**config.mk**
```make
export PLATFORM = sky130hd
export DESIGN_NAME = link_tx_word_gen
export DESIGN_NICKNAME = d
export VERILOG_FILES = /design/src/rtl/link_tx_word_gen.sv
export SDC_FILE = /design/constraint.sdc
export NUM_CORES = 1
export LEC_CHECK = 0
export ABC_AREA = 1
export CAP_MARGIN = 25
export CORE_MARGIN = 2
export CORE_UTILIZATION = 58
export CTS_CLUSTER_SIZE = 24
export DETAILED_ROUTE_END_ITERATION = 10
export GPL_ROUTABILITY_DRIVEN = 0
export PLACE_DENSITY = 0.86
export SYNTH_ARGS = -nofsm -noshare
export SYNTH_HDL_FRONTEND = slang
export SYNTH_SLANG_ARGS = --single-unit
```
**constraint.sdc**
```tcl
create_clock -name clk160 -period 2.8 [get_ports clk160]
set_input_delay 0.28 -clock clk160 [delete_from_list [all_inputs] [get_ports clk160]]
set_output_delay 0.28 -clock clk160 [all_outputs]
set_load 0.005 [all_outputs]
```
**src/rtl/link_tx_word_gen.sv**
```systemverilog
// Serializer word source: training pattern, idle gap, then handshaked payload words.
// Optional PRBS7 training pattern is compiled in when LINK_TX_PRBS_EN is defined.

module link_tx_word_gen #(
    parameter logic [7:0]  IDLE_WORD = 8'hAC,
    parameter int unsigned GAP_LEN   = 4
) (
    input  logic        clk160,
    input  logic        rst,
    input  logic        tx_enable,
    input  logic        train_start,
    input  logic [15:0] train_len,
    input  logic [1:0]  pattern_sel,
    input  logic [7:0]  data_in,
    input  logic        data_valid,
    output logic        data_ready,
    output logic [7:0]  d_out,
    output logic        tx_busy,
    output logic        train_done,
    output logic [15:0] words_sent,
    input  logic        reset_counters
);

    typedef enum logic [1:0] {StIdle, StTrain, StGap, StData} state_e;

    state_e      state_q, state_d;
    logic [2:0]  start_sync_q;
    logic [15:0] train_cnt_q, train_cnt_d;
    logic [15:0] gap_cnt_q, gap_cnt_d;
    logic [1:0]  pattern_q, pattern_d;
    logic [7:0]  d_out_q, d_out_d;
    logic        busy_q, busy_d;
    logic        done_q, done_d;
    logic [15:0] words_sent_q;
    logic        train_req, start_train, xfer;
    logic [7:0]  pattern_word, prbs_word;

    assign train_req   = (start_sync_q == 3'b001);
    assign start_train = train_req && (state_q == StIdle || state_q == StData);
    assign xfer        = data_valid && data_ready;

`ifdef LINK_TX_PRBS_EN
    logic [6:0] lfsr_q, lfsr_d, lfsr_adv;

    // x^7+x^6+1, eight steps per word; the oldest bit leaves first and lands in bit 7.
    always_comb begin
        lfsr_adv  = lfsr_q;
        prbs_word = '0;
        for (int i = 7; i >= 0; i--) begin
            prbs_word[i] = lfsr_adv[6];
            lfsr_adv     = {lfsr_adv[5:0], lfsr_adv[6] ^ lfsr_adv[5]};
        end
    end

    always_comb begin
        lfsr_d = lfsr_q;
        if (start_train) begin
            lfsr_d = 7'h7F;
        end else if (state_q == StTrain) begin
            lfsr_d = lfsr_adv;
        end
    end

    always_ff @(posedge clk160) begin
        if (rst) begin
            lfsr_q <= 7'h7F;
        end else begin
            lfsr_q <= lfsr_d;
        end
    end
`else
    assign prbs_word = 8'h55;
`endif

    always_comb begin
        unique case (pattern_q)
            2'b00:   pattern_word = 8'h55;
            2'b01:   pattern_word = 8'hF0;
            2'b10:   pattern_word = prbs_word;
            default: pattern_word = 8'h33;
        endcase
    end

    assign data_ready = !rst && (state_q == StData) && tx_enable && !train_req;

    always_comb begin
        state_d     = state_q;
        train_cnt_d = train_cnt_q;
        gap_cnt_d   = gap_cnt_q;
        pattern_d   = pattern_q;
        d_out_d     = IDLE_WORD;
        busy_d      = 1'b0;
        done_d      = 1'b0;

        unique case (state_q)
            StIdle: begin
                if (tx_enable) begin
                    state_d = StData;
                end
            end
            StTrain: begin
                d_out_d     = pattern_word;
                busy_d      = 1'b1;
                train_cnt_d = train_cnt_q - 16'd1;
                if (train_cnt_q == 16'd1) begin
                    state_d   = StGap;
                    gap_cnt_d = '0;
                end
            end
            StGap: begin
                busy_d    = 1'b1;
                gap_cnt_d = gap_cnt_q + 16'd1;
                if (gap_cnt_q == 16'(GAP_LEN - 1)) begin
                    done_d    = 1'b1;
                    gap_cnt_d = '0;
                    state_d   = tx_enable ? StData : StIdle;
                end
            end
            default: begin
                if (!tx_enable) begin
                    state_d = StIdle;
                end else if (xfer) begin
                    d_out_d = data_in;
                end
            end
        endcase

        // Retraining overrides anything the IDLE/DATA branches decided.
        if (start_train) begin
            pattern_d = pattern_sel;
            d_out_d   = IDLE_WORD;
            if (train_len == 16'd0) begin
                state_d   = StGap;
                gap_cnt_d = '0;
            end else begin
                state_d     = StTrain;
                train_cnt_d = train_len;
            end
        end
    end

    always_ff @(posedge clk160) begin
        if (rst) begin
            state_q      <= StIdle;
            start_sync_q <= 3'b000;
            train_cnt_q  <= '0;
            gap_cnt_q    <= '0;
            pattern_q    <= 2'b00;
            d_out_q      <= IDLE_WORD;
            busy_q       <= 1'b0;
            done_q       <= 1'b0;
            words_sent_q <= '0;
        end else begin
            state_q      <= state_d;
            start_sync_q <= {start_sync_q[1:0], train_start};
            train_cnt_q  <= train_cnt_d;
            gap_cnt_q    <= gap_cnt_d;
            pattern_q    <= pattern_d;
            d_out_q      <= d_out_d;
            busy_q       <= busy_d;
            done_q       <= done_d;
            if (reset_counters) begin
                words_sent_q <= '0;
            end else if (xfer && words_sent_q != 16'hFFFF) begin
                words_sent_q <= words_sent_q + 16'd1;
            end
        end
    end

    // Status flags are registered alongside d_out so they frame the words actually on the wire.
    assign d_out      = d_out_q;
    assign tx_busy    = busy_q;
    assign train_done = done_q;
    assign words_sent = words_sent_q;

endmodule

```
-- After elaboration in Yosys (flattened, before gate mapping)
Index checks and enable logic that the tools add are counted.
- register bits: 65
- output and inout port bits: 27
- word-level logic and storage cells: 67
- add/sub/neg operators: 3
- equality and inequality tests: 13
- multiplexer cells: 22
- bitwise operators: 1
- reduce and logical (&&, ||, !) cells: 19
- operators by type and width (kind ; count):
    two-way mux 16 bit ; 7
    adder 16 x 1 -> 16 bit (second input constant) ; 2
    one-hot mux 16 bit (2 select lines) ; 1
    one-hot mux 8 bit (2 select lines) ; 2
    equality test 16 x 1 -> 1 bit (second input constant) ; 1
    equality test 16 x 2 -> 1 bit (second input constant) ; 1
    logical NOT 16 bit ; 1
    two-way mux 8 bit ; 2
    inequality test 16 bit (second input constant) ; 1
    subtractor 16 x 1 -> 16 bit (second input constant) ; 1
    two-way mux 2 bit ; 7
    OR reduction 2 bit ; 6
    inequality test 3 bit (second input constant) ; 3
    equality test 2 bit (second input constant) ; 3
    logical AND 1 bit ; 6
    one-hot mux 2 bit (3 select lines) ; 1
    inequality test 5 x 1 -> 1 bit (second input constant) ; 1
    equality test 2 x 1 -> 1 bit (second input constant) ; 2
    logical NOT 2 bit ; 2
    AND reduction 4 bit ; 1
    equality test 3 x 1 -> 1 bit (second input constant) ; 1
    logical NOT 1 bit ; 2
    two-way mux 1 bit ; 2
    logical OR 1 bit ; 1
    NOT 1 bit ; 1

-- Depth between registers and ports, before layout
Gate-level depths: netlist of the first run.
- depth in word-level cells: 8
- depth in mapped cells: 12
- depth with buffers taken out: 12

-- Worst setup path before layout of the first run
OpenSTA, ideal clock, no wires.
- kind: register to register
- start point: register state_q[0]
- end point: register gap_cnt_q[4]
- library setup time: 0.117 ns
- arrival time: 1.630 ns
- slack: 1.053 ns
- stages on the path, launching flop included: 9
- path buffers: 0
- clock period less this slack: 1.747 ns
- cells stage by stage: dfxtp_1 inv_1 ha_1 inv_2 nand3_2 o21ai_1 inv_2 o21ai_0 nor2_1
- longest elaborated chain between the ends: 4
- elaborated cells between the ends (all ways): 9
- those cells by class: 3 x eq/ne; 3 x mux; 3 x reduce/logical
- RTL lines (element ; line ; source):
    start: declaration ; 26 ; state_e state_q, state_d;
    start signal: assignment ; 144 ; state_q <= StIdle;
    start signal: assignment ; 154 ; state_q <= state_d;
    equality test 2 bit, or another cell as far along ; 95 ; unique case (state_q)
    one-hot mux 16 bit (2 select lines) or logical OR 1 bit (tied branches) ; 95, 39 ;
    two-way mux 16 bit or logical AND 1 bit (tied branches) ; 132, 39 ;
    two-way mux 16 bit * ; 129 ; if (start_train) begin
    end signal: assignment ; 157 ; gap_cnt_q <= gap_cnt_d;
    end: declaration ; 29 ; logic [15:0] gap_cnt_q, gap_cnt_d;
Every way passes the cells marked *; elsewhere a longest branch is shown, timed or not.
A chain may end at the register's enable or synchronous reset.

-- Worst setup path in the final report of the first run
- start point: register state_q[0]
- end point: register train_cnt_q[1]
- longest elaborated chain between the ends: 4
- elaborated cells between the ends (all ways): 8
- those cells by class: 2 x eq/ne; 3 x mux; 3 x reduce/logical
- RTL lines (element ; line ; source):
    equality test 2 x 1 -> 1 bit, or another cell as far along ; 95 ;
    two-way mux 16 bit or logical OR 1 bit (tied branches) ; 95, 39 ;
    two-way mux 16 bit or logical AND 1 bit (tied branches) ; 132, 39 ;
    two-way mux 16 bit * ; 129 ;
    end signal: assignment ; 156 ; train_cnt_q <= train_cnt_d;
    end: declaration ; 28 ; logic [15:0] train_cnt_q, train_cnt_d;
Marks and branches as above.

==> results.sh, run 1 <==
export IMPL_dp_final_hpwl_um=6665
export IMPL_fmax_ghz=0.4536
export IMPL_hold_path_class="reg -> reg"
export IMPL_cpPeakStageDelay_ns=0.40
export IMPL_diodes=0
export IMPL_antenna_found_initial=0
export IMPL_rsz0062_at_grt="false"
export IMPL_cts_made_buffers=9
export IMPL_synth_largest_area_cell="dfxtp_1"
export IMPL_p_per_area_nw_per_um2=794.3
export IMPL_cts_setup_buffers=0
export IMPL_yosysSeqAreaShare_pct=35.52
export IMPL_drc=0
export IMPL_fill_cells=483
export IMPL_finalNetCount=666
export IMPL_grt_max_degree=23
export IMPL_cts_tree="yes"
export IMPL_dieArea_sq_um=6968
export IMPL_worst_ir_drop_vdd_mv=0.5716
export IMPL_drt_wl_total_um=9244
export IMPL_min_period_ns=2.205
export IMPL_track_usage_pct=27.60
export IMPL_routed_via_density=5.446
export IMPL_crit_path_end_kind="register"
export IMPL_critPathBufInv=4
export IMPL_ys_types=37
export IMPL_dp_cells=688
export IMPL_maxCapViolations=0
export IMPL_clock_sinks=65
export IMPL_crit_path_max_fanout=18
export IMPL_io_pins=59
export IMPL_yosysMostFrequentCell="nand2_1"
export IMPL_synth_seq_cells=65
export IMPL_tightest_slew_ns=0.5080
export IMPL_area_growth_pct=24.90
export IMPL_run_status="completed"
export IMPL_die_h_um=83.48
export IMPL_finalCoreUtilization_pct=75.93
export IMPL_postCtsHoldBufs=0
export IMPL_startpoint_type="register"
export IMPL_maxSlewHeadroom_pct=66.05
export IMPL_core_area_sq_um=6026
export IMPL_setup_violations=0
export IMPL_synth_area_leaders="dfxtp_1 36%, nand2_1 13%, nor2_1 10%"
export IMPL_syn_num_nets=602
export IMPL_ys_async_sr_fraction_pct=0
export IMPL_drt_iter0_markers=244
export IMPL_cts_buffer_depth=2
export IMPL_synth_edf_count=0
export IMPL_io_buffer_count=58
export IMPL_slowest_stage="ha_1"
export IMPL_synth_cells=560
export IMPL_start_util_pct=60.80
export IMPL_overflow=0
export IMPL_synth_area_sq_um=3664
export IMPL_antenna_left=0
export IMPL_hold_slack_ns=0.4314
export IMPL_wl_per_cell_um=13.13
export IMPL_drive_above_1_share_pct=7.313
export IMPL_crit_path_cell_trace="inv_1, ha_1, inv_2, nand3_2, inv_1, nand2_1, inv_1, a211oi_1, nor2_1"
export IMPL_yosys_top_cells_count="123 x nand2_1, 98 x nor2_1, 67 x inv_1, 65 x dfxtp_1, 51 x o21ai_0"
export IMPL_leakage_nw=1.919
export IMPL_clk_pin_slew_ns=0.07
export IMPL_cpLargestDelayFamily="simple AND/OR/NAND/NOR gates"
export IMPL_maxSlewViolCount=0
export IMPL_worstSetupPathType="reg -> reg"
export IMPL_worst_clock_skew_ns=0.005358
export IMPL_grt_pass1_vias=3661
export IMPL_cts_root_buf="clkbuf_8"
export IMPL_arrival_ns=2.45
export IMPL_instances_no_fill=704
export IMPL_finalSetupTns_ns=0
export IMPL_synth_warnings=0
export IMPL_finalCritPeriodShare_pct=78.74
export IMPL_synth_ff_type="dfxtp_1"
export IMPL_die_w_um=83.48
export IMPL_rows=28
export IMPL_h_tree_depth=3
export IMPL_synth_top_area_share_pct=35.52
export IMPL_grt_pass1_wl_um=15980
export IMPL_num_vias=3834
export IMPL_syn_area_per_cell_sq_um=6.542
export IMPL_report_final_hold_viol_count=0
export IMPL_required_ns=3.04
export IMPL_firstDrtPassIters=6
export IMPL_clock_latency_ns=0.35
export IMPL_crit_top_cell="inv_1"
export IMPL_post_cts_resized=0
## area by class of cell
type / instances / area, sq um / area share [%]
repair buffers: 64 / 625.6 / 13.67
flip-flops and latches: 65 / 1301 / 28.44
well taps: 75 / 93.84 / 2.051
clock inverters: 6 / 130.1 / 2.844
clock buffers: 10 / 127.6 / 2.789
multi-input cells: 411 / 2016 / 44.05
inverters: 73 / 281.5 / 6.153
## placed cells by master (no fill, tap or decap), drive strengths merged, types with 12 or more instances in the layout
cell	netlist	final
nand2	128	128
nor2	102	102
inv	72	72
dfxtp	65	65
clkdlybuf4s50	0	58
o21ai	52	52
a21oi	39	39
nand3	36	36
nor3	12	12
## kinds of logic (layout without fill, tap and decap cells)
| kind of cell | after synthesis | after routing | synth area share, % |
|---|---|---|---|
| xor gates and xnor gates | 8 | 8 | 1.912 |
| adders and majority gates | 10 | 10 | 3.415 |
| DFF | 65 | 65 | 35.52 |
| buffers and inverters | 84 | 153 | 9.460 |
| AOI/OAI and AO/OA | 104 | 104 | 15.30 |
| and+or+nand+nor | 289 | 289 | 34.39 |
## routing by layer
layer  track usage [%]  vias up  share of wire, %
li1                  -     1929                 -
met1             32.84     1740                42
met2             48.68      147                50
met3             4.946       18               6.5
met4             11.88        0               1.9
met5                 0        -                 0
## state kept, by name (all words and copies together) (netlist names)
register / flops
gap_cnt_q: 16
train_done: 1
train_cnt_q: 16
state_q: 2
tx_busy: 1
pattern_q: 2
start_sync_q: 3
words_sent: 16
d_out: 8
## tightest hold or removal path, cell delays in order, from the launching register on
cell and delay (ns):
dfxtp_1 0.32, inv_1 0.05, nor2_1 0.03
## where the power goes
| part | leakage, nW | switching, W | internal [W] |
|---|---|---|---|
| combinational | 1.26 | 0.000874 | 0.000505 |
| sequential | 0.529 | 0.000124 | 0.00108 |
| clock | 0.130 | 0.000376 | 0.000679 |
| total | 1.92 | 0.00137 | 0.00226 |
## metrics by stage
| stage | instance area (sq um) | setup slack, ns | power (W) |
|---|---|---|---|
| 3_5_place_dp | 4318 | 0.6544 | 0.002551 |
| 2_1_floorplan | 3664 | 1.053 | 0.002166 |
| 6_report | 4576 | 0.5954 | 0.003634 |
| 4_1_cts | 4576 | 0.6483 | 0.003619 |
| 5_1_grt | 4576 | 0.4323 | 0.003868 |
| 3_3_place_gp | 4318 | 0.7208 | 0.002497 |
## final timing paths
kind	startpoint	endpoint	slack [ns]	cells past startpoint
worst max-delay path	state_q[0]$_SDFFE_PP0P_	train_cnt_q[1]$_SDFF_PP0_	0.60	9
worst min-delay path	start_sync_q[1]$_SDFF_PP0_	start_sync_q[2]$_SDFF_PP0_	0.43	2
worst max register to register	state_q[0]$_SDFFE_PP0P_	train_cnt_q[1]$_SDFF_PP0_	0.60	9
worst min register to register	start_sync_q[1]$_SDFF_PP0_	start_sync_q[2]$_SDFF_PP0_	0.43	2
Power figures use the tool's default switching activity.
==> inputs of run 2 (changes only) <==
Settings changed: CORE_UTILIZATION 58 to 54, PLACE_DENSITY 0.86 to 0.8.
Clock period 2.8 ns to 2.3 ns, I/O delays scaled along.
==> results.sh, run 2 (synthesized netlist as in run 1, its figures left out) <==
export IMPL_run_status="completed"
export IMPL_area_growth_pct=24.18
export IMPL_diodes=0
export IMPL_drt_iter0_markers=176
export IMPL_arrival_ns=2.21
export IMPL_startpoint_type="register"
export IMPL_required_ns=2.53
export IMPL_antenna_found_initial=0
export IMPL_r2r_worst_path_cells=10
export IMPL_rows=30
export IMPL_grt_pass1_wl_um=14550
export IMPL_layout_common_cells="123 x nand2_1, 98 x nor2_1, 67 x inv_1"
export IMPL_leakage_nw=1.904
export IMPL_cts_made_buffers=9
export IMPL_start_util_pct=54.83
export IMPL_hold_slack_ns=0.4137
export IMPL_critPathCapture="train_cnt_q[1]$_SDFF_PP0_"
export IMPL_placed_cell_area_sq_um=4339
export IMPL_post_cts_resized=0
export IMPL_cts_buffer_depth=2
export IMPL_grt_max_degree=23
export IMPL_maxSlewViolCount=0
export IMPL_fmax_ghz=0.5054
export IMPL_io_buffer_count=58
export IMPL_reg2reg_slack_ns=0.32
export IMPL_rsz0062_at_grt="false"
export IMPL_tightest_slew_ns=0.5082
export IMPL_track_usage_pct=23.95
export IMPL_worst_clock_skew_ns=0.008436
export IMPL_hold_path_class="in -> reg"
export IMPL_h_tree_depth=3
export IMPL_clock_latency_ns=0.34
export IMPL_layout_commonest_cell="nand2_1"
export IMPL_regToRegStartpoint="state_q[1]$_SDFFE_PP0P_"
export IMPL_crit_path_max_fanout=15
export IMPL_postCtsHoldBufs=0
export IMPL_startpoint="state_q[1]$_SDFFE_PP0P_"
export IMPL_wl_per_cell_um=11.82
export IMPL_p_per_area_nw_per_um2=915.2
export IMPL_drive_above_1_share_pct=7.302
export IMPL_die_w_um=86.37
export IMPL_drc=0
export IMPL_die_h_um=86.37
export IMPL_core_area_sq_um=6681
export IMPL_grt_pass1_vias=3419
export IMPL_num_vias=3686
export IMPL_power_w=0.004164
export IMPL_setup_violations=0
export IMPL_cts_root_buf="clkbuf_8"
export IMPL_dieArea_sq_um=7459
export IMPL_cts_setup_buffers=0
export IMPL_finalCritPeriodShare_pct=86.02
export IMPL_firstDrtPassIters=5
export IMPL_drt_wl_total_um=8395
export IMPL_clk_pin_slew_ns=0.07
export IMPL_finalSetupTns_ns=0
export IMPL_dp_final_hpwl_um=6333
export IMPL_overflow=0
export IMPL_antenna_left=0
export IMPL_crit_path_end_kind="register"
export IMPL_worst_ir_drop_vdd_mv=0.5463
export IMPL_io_pins=59
export IMPL_maxCapViolations=0
export IMPL_fin_area_sq_um=4549
export IMPL_maxSlewHeadroom_pct=66.00
export IMPL_report_final_hold_viol_count=0
export IMPL_r2r_end="train_cnt_q[1]$_SDFF_PP0_"
export IMPL_finalNetCount=668
export IMPL_instances_no_fill=710
export IMPL_clock_sinks=65
export IMPL_worstSetupPathType="reg -> reg"
export IMPL_routed_via_density=5.192
export IMPL_cts_tree="yes"
export IMPL_dp_cells=695
export IMPL_min_period_ns=1.978
[run 2: layout make-up]
cell class | instances | area (sq um)
fill | 588 | 2132
multi-input combinational | 411 | 2016
sequential | 65 | 1301
timing repair buffer | 66 | 640.6
inverter | 73 | 281.5
clock buffer | 12 | 145.1
tap | 80 | 100.1
clock inverter | 3 | 65.06
[run 2: worst min-delay path by stage]
stage / startpoint / endpoint / depth (start not counted)
final: train_start / start_sync_q[0]$_SDFF_PP0_ / 3
after detailed placement: start_sync_q[1]$_SDFF_PP0_ / start_sync_q[2]$_SDFF_PP0_ / 2
after CTS: train_start / start_sync_q[0]$_SDFF_PP0_ / 3
after floorplan: rst / start_sync_q[0]$_SDFF_PP0_ / 1
after global routing: train_start / start_sync_q[0]$_SDFF_PP0_ / 3
after global placement: start_sync_q[1]$_SDFF_PP0_ / start_sync_q[2]$_SDFF_PP0_ / 2
[run 2: metal layers]
metal | GRT usage [%] | vias to the layer above | part of all wire [%]
li1 | - | 1923 | -
met1 | 30.04 | 1620 | 45
met2 | 40.56 | 131 | 47
met3 | 3.333 | 12 | 6.3
met4 | 11.22 | 0 | 1.8
met5 | 0 | - | 0
[run 2: critical path: stages (launching register included)]
cell      delay [ns]
dfxtp_1         0.40
inv_1           0.09
ha_1            0.40
inv_2           0.10
nand3_2         0.13
inv_1           0.06
nand2_1         0.12
buf_4           0.20
inv_1           0.10
a211oi_1        0.20
nor2_1          0.06
[run 2: power by group]
part | switching (W) | total [W] | internal (W)
Clock | 0.000428 | 0.00106 | 0.000634
Sequential | 0.000142 | 0.00145 | 0.00131
Combinational | 0.00102 | 0.00165 | 0.000632
[run 2: metrics by stage]
stage / utilization, % / worst slack (ns)
after floorplan: - / 0.5529
after global placement: 64.94 / 0.4436
after detailed placement: 64.94 / 0.3470
after CTS: 68.09 / 0.3235
after global routing: 68.09 / 0.1101
final: 68.09 / 0.3215
==> inputs of run 3 (changes only) <==
Settings changed: GPL_TIMING_DRIVEN set to 0.
==> results.sh, run 3 (synthesized netlist as in run 1, its figures left out) <==
export IMPL_run_status="completed"
export IMPL_seqPwrFrac_pct=33.5
export IMPL_routed_via_density=5.347
export IMPL_worst_clock_skew_ns=0.01119
export IMPL_pre_cts_ws_ns=0.04359
export IMPL_die_w_um=86.37
export IMPL_overflow=0
export IMPL_antenna_found_initial=0
export IMPL_report_final_hold_viol_count=0
export IMPL_antenna_left=0
export IMPL_hold_slack_ns=0.3909
export IMPL_layout_common_cells="123 x nand2_1, 98 x nor2_1, 67 x inv_1"
export IMPL_io_pins=59
export IMPL_tightest_slew_ns=0.5112
export IMPL_h_tree_depth=3
export IMPL_rows=30
export IMPL_finalCoreUtilization_pct=68.69
export IMPL_cts_tree="yes"
export IMPL_grt_pass1_vias=3471
export IMPL_grt_pass1_wl_um=14860
export IMPL_clkPwrFrac_pct=27.7
export IMPL_crit_path_end_kind="register"
export IMPL_drt_iter0_markers=238
export IMPL_dieArea_sq_um=7459
export IMPL_switching_power_w=0.001687
export IMPL_cts_root_buf="clkbuf_8"
export IMPL_clock_sinks=65
export IMPL_hold_path_class="in -> reg"
export IMPL_worst_ir_drop_vdd_mv=0.5956
export IMPL_post_cts_resized=0
export IMPL_finalSetupTns_ns=0
export IMPL_core_area_sq_um=6681
export IMPL_drt_wl_total_um=8962
export IMPL_p_per_area_nw_per_um2=946.6
export IMPL_cts_setup_buffers=0
export IMPL_maxCapViolations=0
export IMPL_startpoint_type="register"
export IMPL_finalCritPeriodShare_pct=91.44
export IMPL_start_util_pct=54.83
export IMPL_cts_buffer_depth=2
export IMPL_maxSlewViolCount=0
export IMPL_grt_max_degree=13
export IMPL_p_comb_share_pct=38.9
export IMPL_worstSetupPathType="reg -> reg"
export IMPL_dp_cells=698
export IMPL_dp_final_hpwl_um=6422
export IMPL_drive_above_1_share_pct=7.729
export IMPL_drc=0
export IMPL_instances_no_fill=714
export IMPL_rsz0062_at_grt="false"
export IMPL_required_ns=2.54
export IMPL_track_usage_pct=24.49
export IMPL_arrival_ns=2.34
export IMPL_clk_pin_slew_ns=0.08
export IMPL_area_growth_pct=25.27
export IMPL_leakage_nw=1.920
export IMPL_fmax_ghz=0.4755
export IMPL_crit_path_max_fanout=10
export IMPL_cts_made_buffers=9
export IMPL_clock_latency_ns=0.35
export IMPL_p_int_w=0.002658
export IMPL_wl_per_cell_um=12.55
export IMPL_firstDrtPassIters=5
export IMPL_fin_ws_ns=0.1969
export IMPL_layout_commonest_cell="nand2_1"
export IMPL_finalNetCount=671
export IMPL_num_vias=3818
export IMPL_maxSlewHeadroom_pct=65.92
export IMPL_io_buffer_count=58
export IMPL_die_h_um=86.37
export IMPL_setup_violations=0
export IMPL_min_period_ns=2.103
export IMPL_diodes=0
export IMPL_switching_share_pct=38.82
export IMPL_postCtsHoldBufs=0
run 3: worst paths after layout:
kind | start | to | slack (ns) | cells past startpoint
worst min-delay path | train_start | start_sync_q[0]$_SDFF_PP0_ | 0.39 | 3
worst max register to register | state_q[0]$_SDFFE_PP0P_ | train_cnt_q[1]$_SDFF_PP0_ | 0.20 | 10
worst min register to register | start_sync_q[0]$_SDFF_PP0_ | start_sync_q[1]$_SDFF_PP0_ | 0.44 | 2
worst max-delay path | state_q[0]$_SDFFE_PP0P_ | train_cnt_q[1]$_SDFF_PP0_ | 0.20 | 10
run 3: per-stage QoR:
stage / total power (W) / area (sq um)
3_3_place_gp: 0.003072 / 4344
2_1_floorplan: 0.002637 / 3664
6_report: 0.004344 / 4589
3_5_place_dp: 0.003120 / 4344
4_1_cts: 0.004337 / 4586
5_1_grt: 0.004623 / 4589
run 3: final cells by class:
| type | instances | area [sq um] |
|---|---|---|
| flip-flops and latches | 65 | 1301 |
| clock inverters | 7 | 117.6 |
| well taps | 80 | 100.1 |
| plain buffers | 11 | 65.06 |
| clock buffers | 9 | 123.9 |
| inverters | 73 | 281.5 |
| fillers | 591 | 2092 |
| repair buffers | 58 | 580.6 |
| multi-input cells | 411 | 2019 |
run 3: critical path, cell delays in order (launching register included):
cell and delay, ns:
dfxtp_1 0.39, inv_1 0.10, ha_1 0.42, inv_2 0.10
nand3_2 0.15, inv_1 0.07, nand2_1 0.11, buf_2 0.23
inv_1 0.14, a211oi_1 0.21, nor2_1 0.06
run 3: power groups by stage:
stage	Clock (W)	Sequential [W]	Combinational (W)
after global routing	0.00126	0.00148	0.00188
after CTS	0.00121	0.00145	0.00167
after floorplan	0	0.00145	0.00118
final	0.00120	0.00145	0.00169
after global placement	0	0.00147	0.00160
after detailed placement	0	0.00148	0.00164
run 3: metal layers:
metal / wire length, um / vias to the layer above / GRT usage, % / share of wire (%)
met1: 3923 / 1739 / 30.88 / 44
met4: 187 / 0 / 10.94 / 2.1
li1: - / 1939 / - / -
met2: 4332 / 122 / 41.40 / 48
met3: 519 / 18 / 3.619 / 5.8
met5: 0 / - / 0 / 0
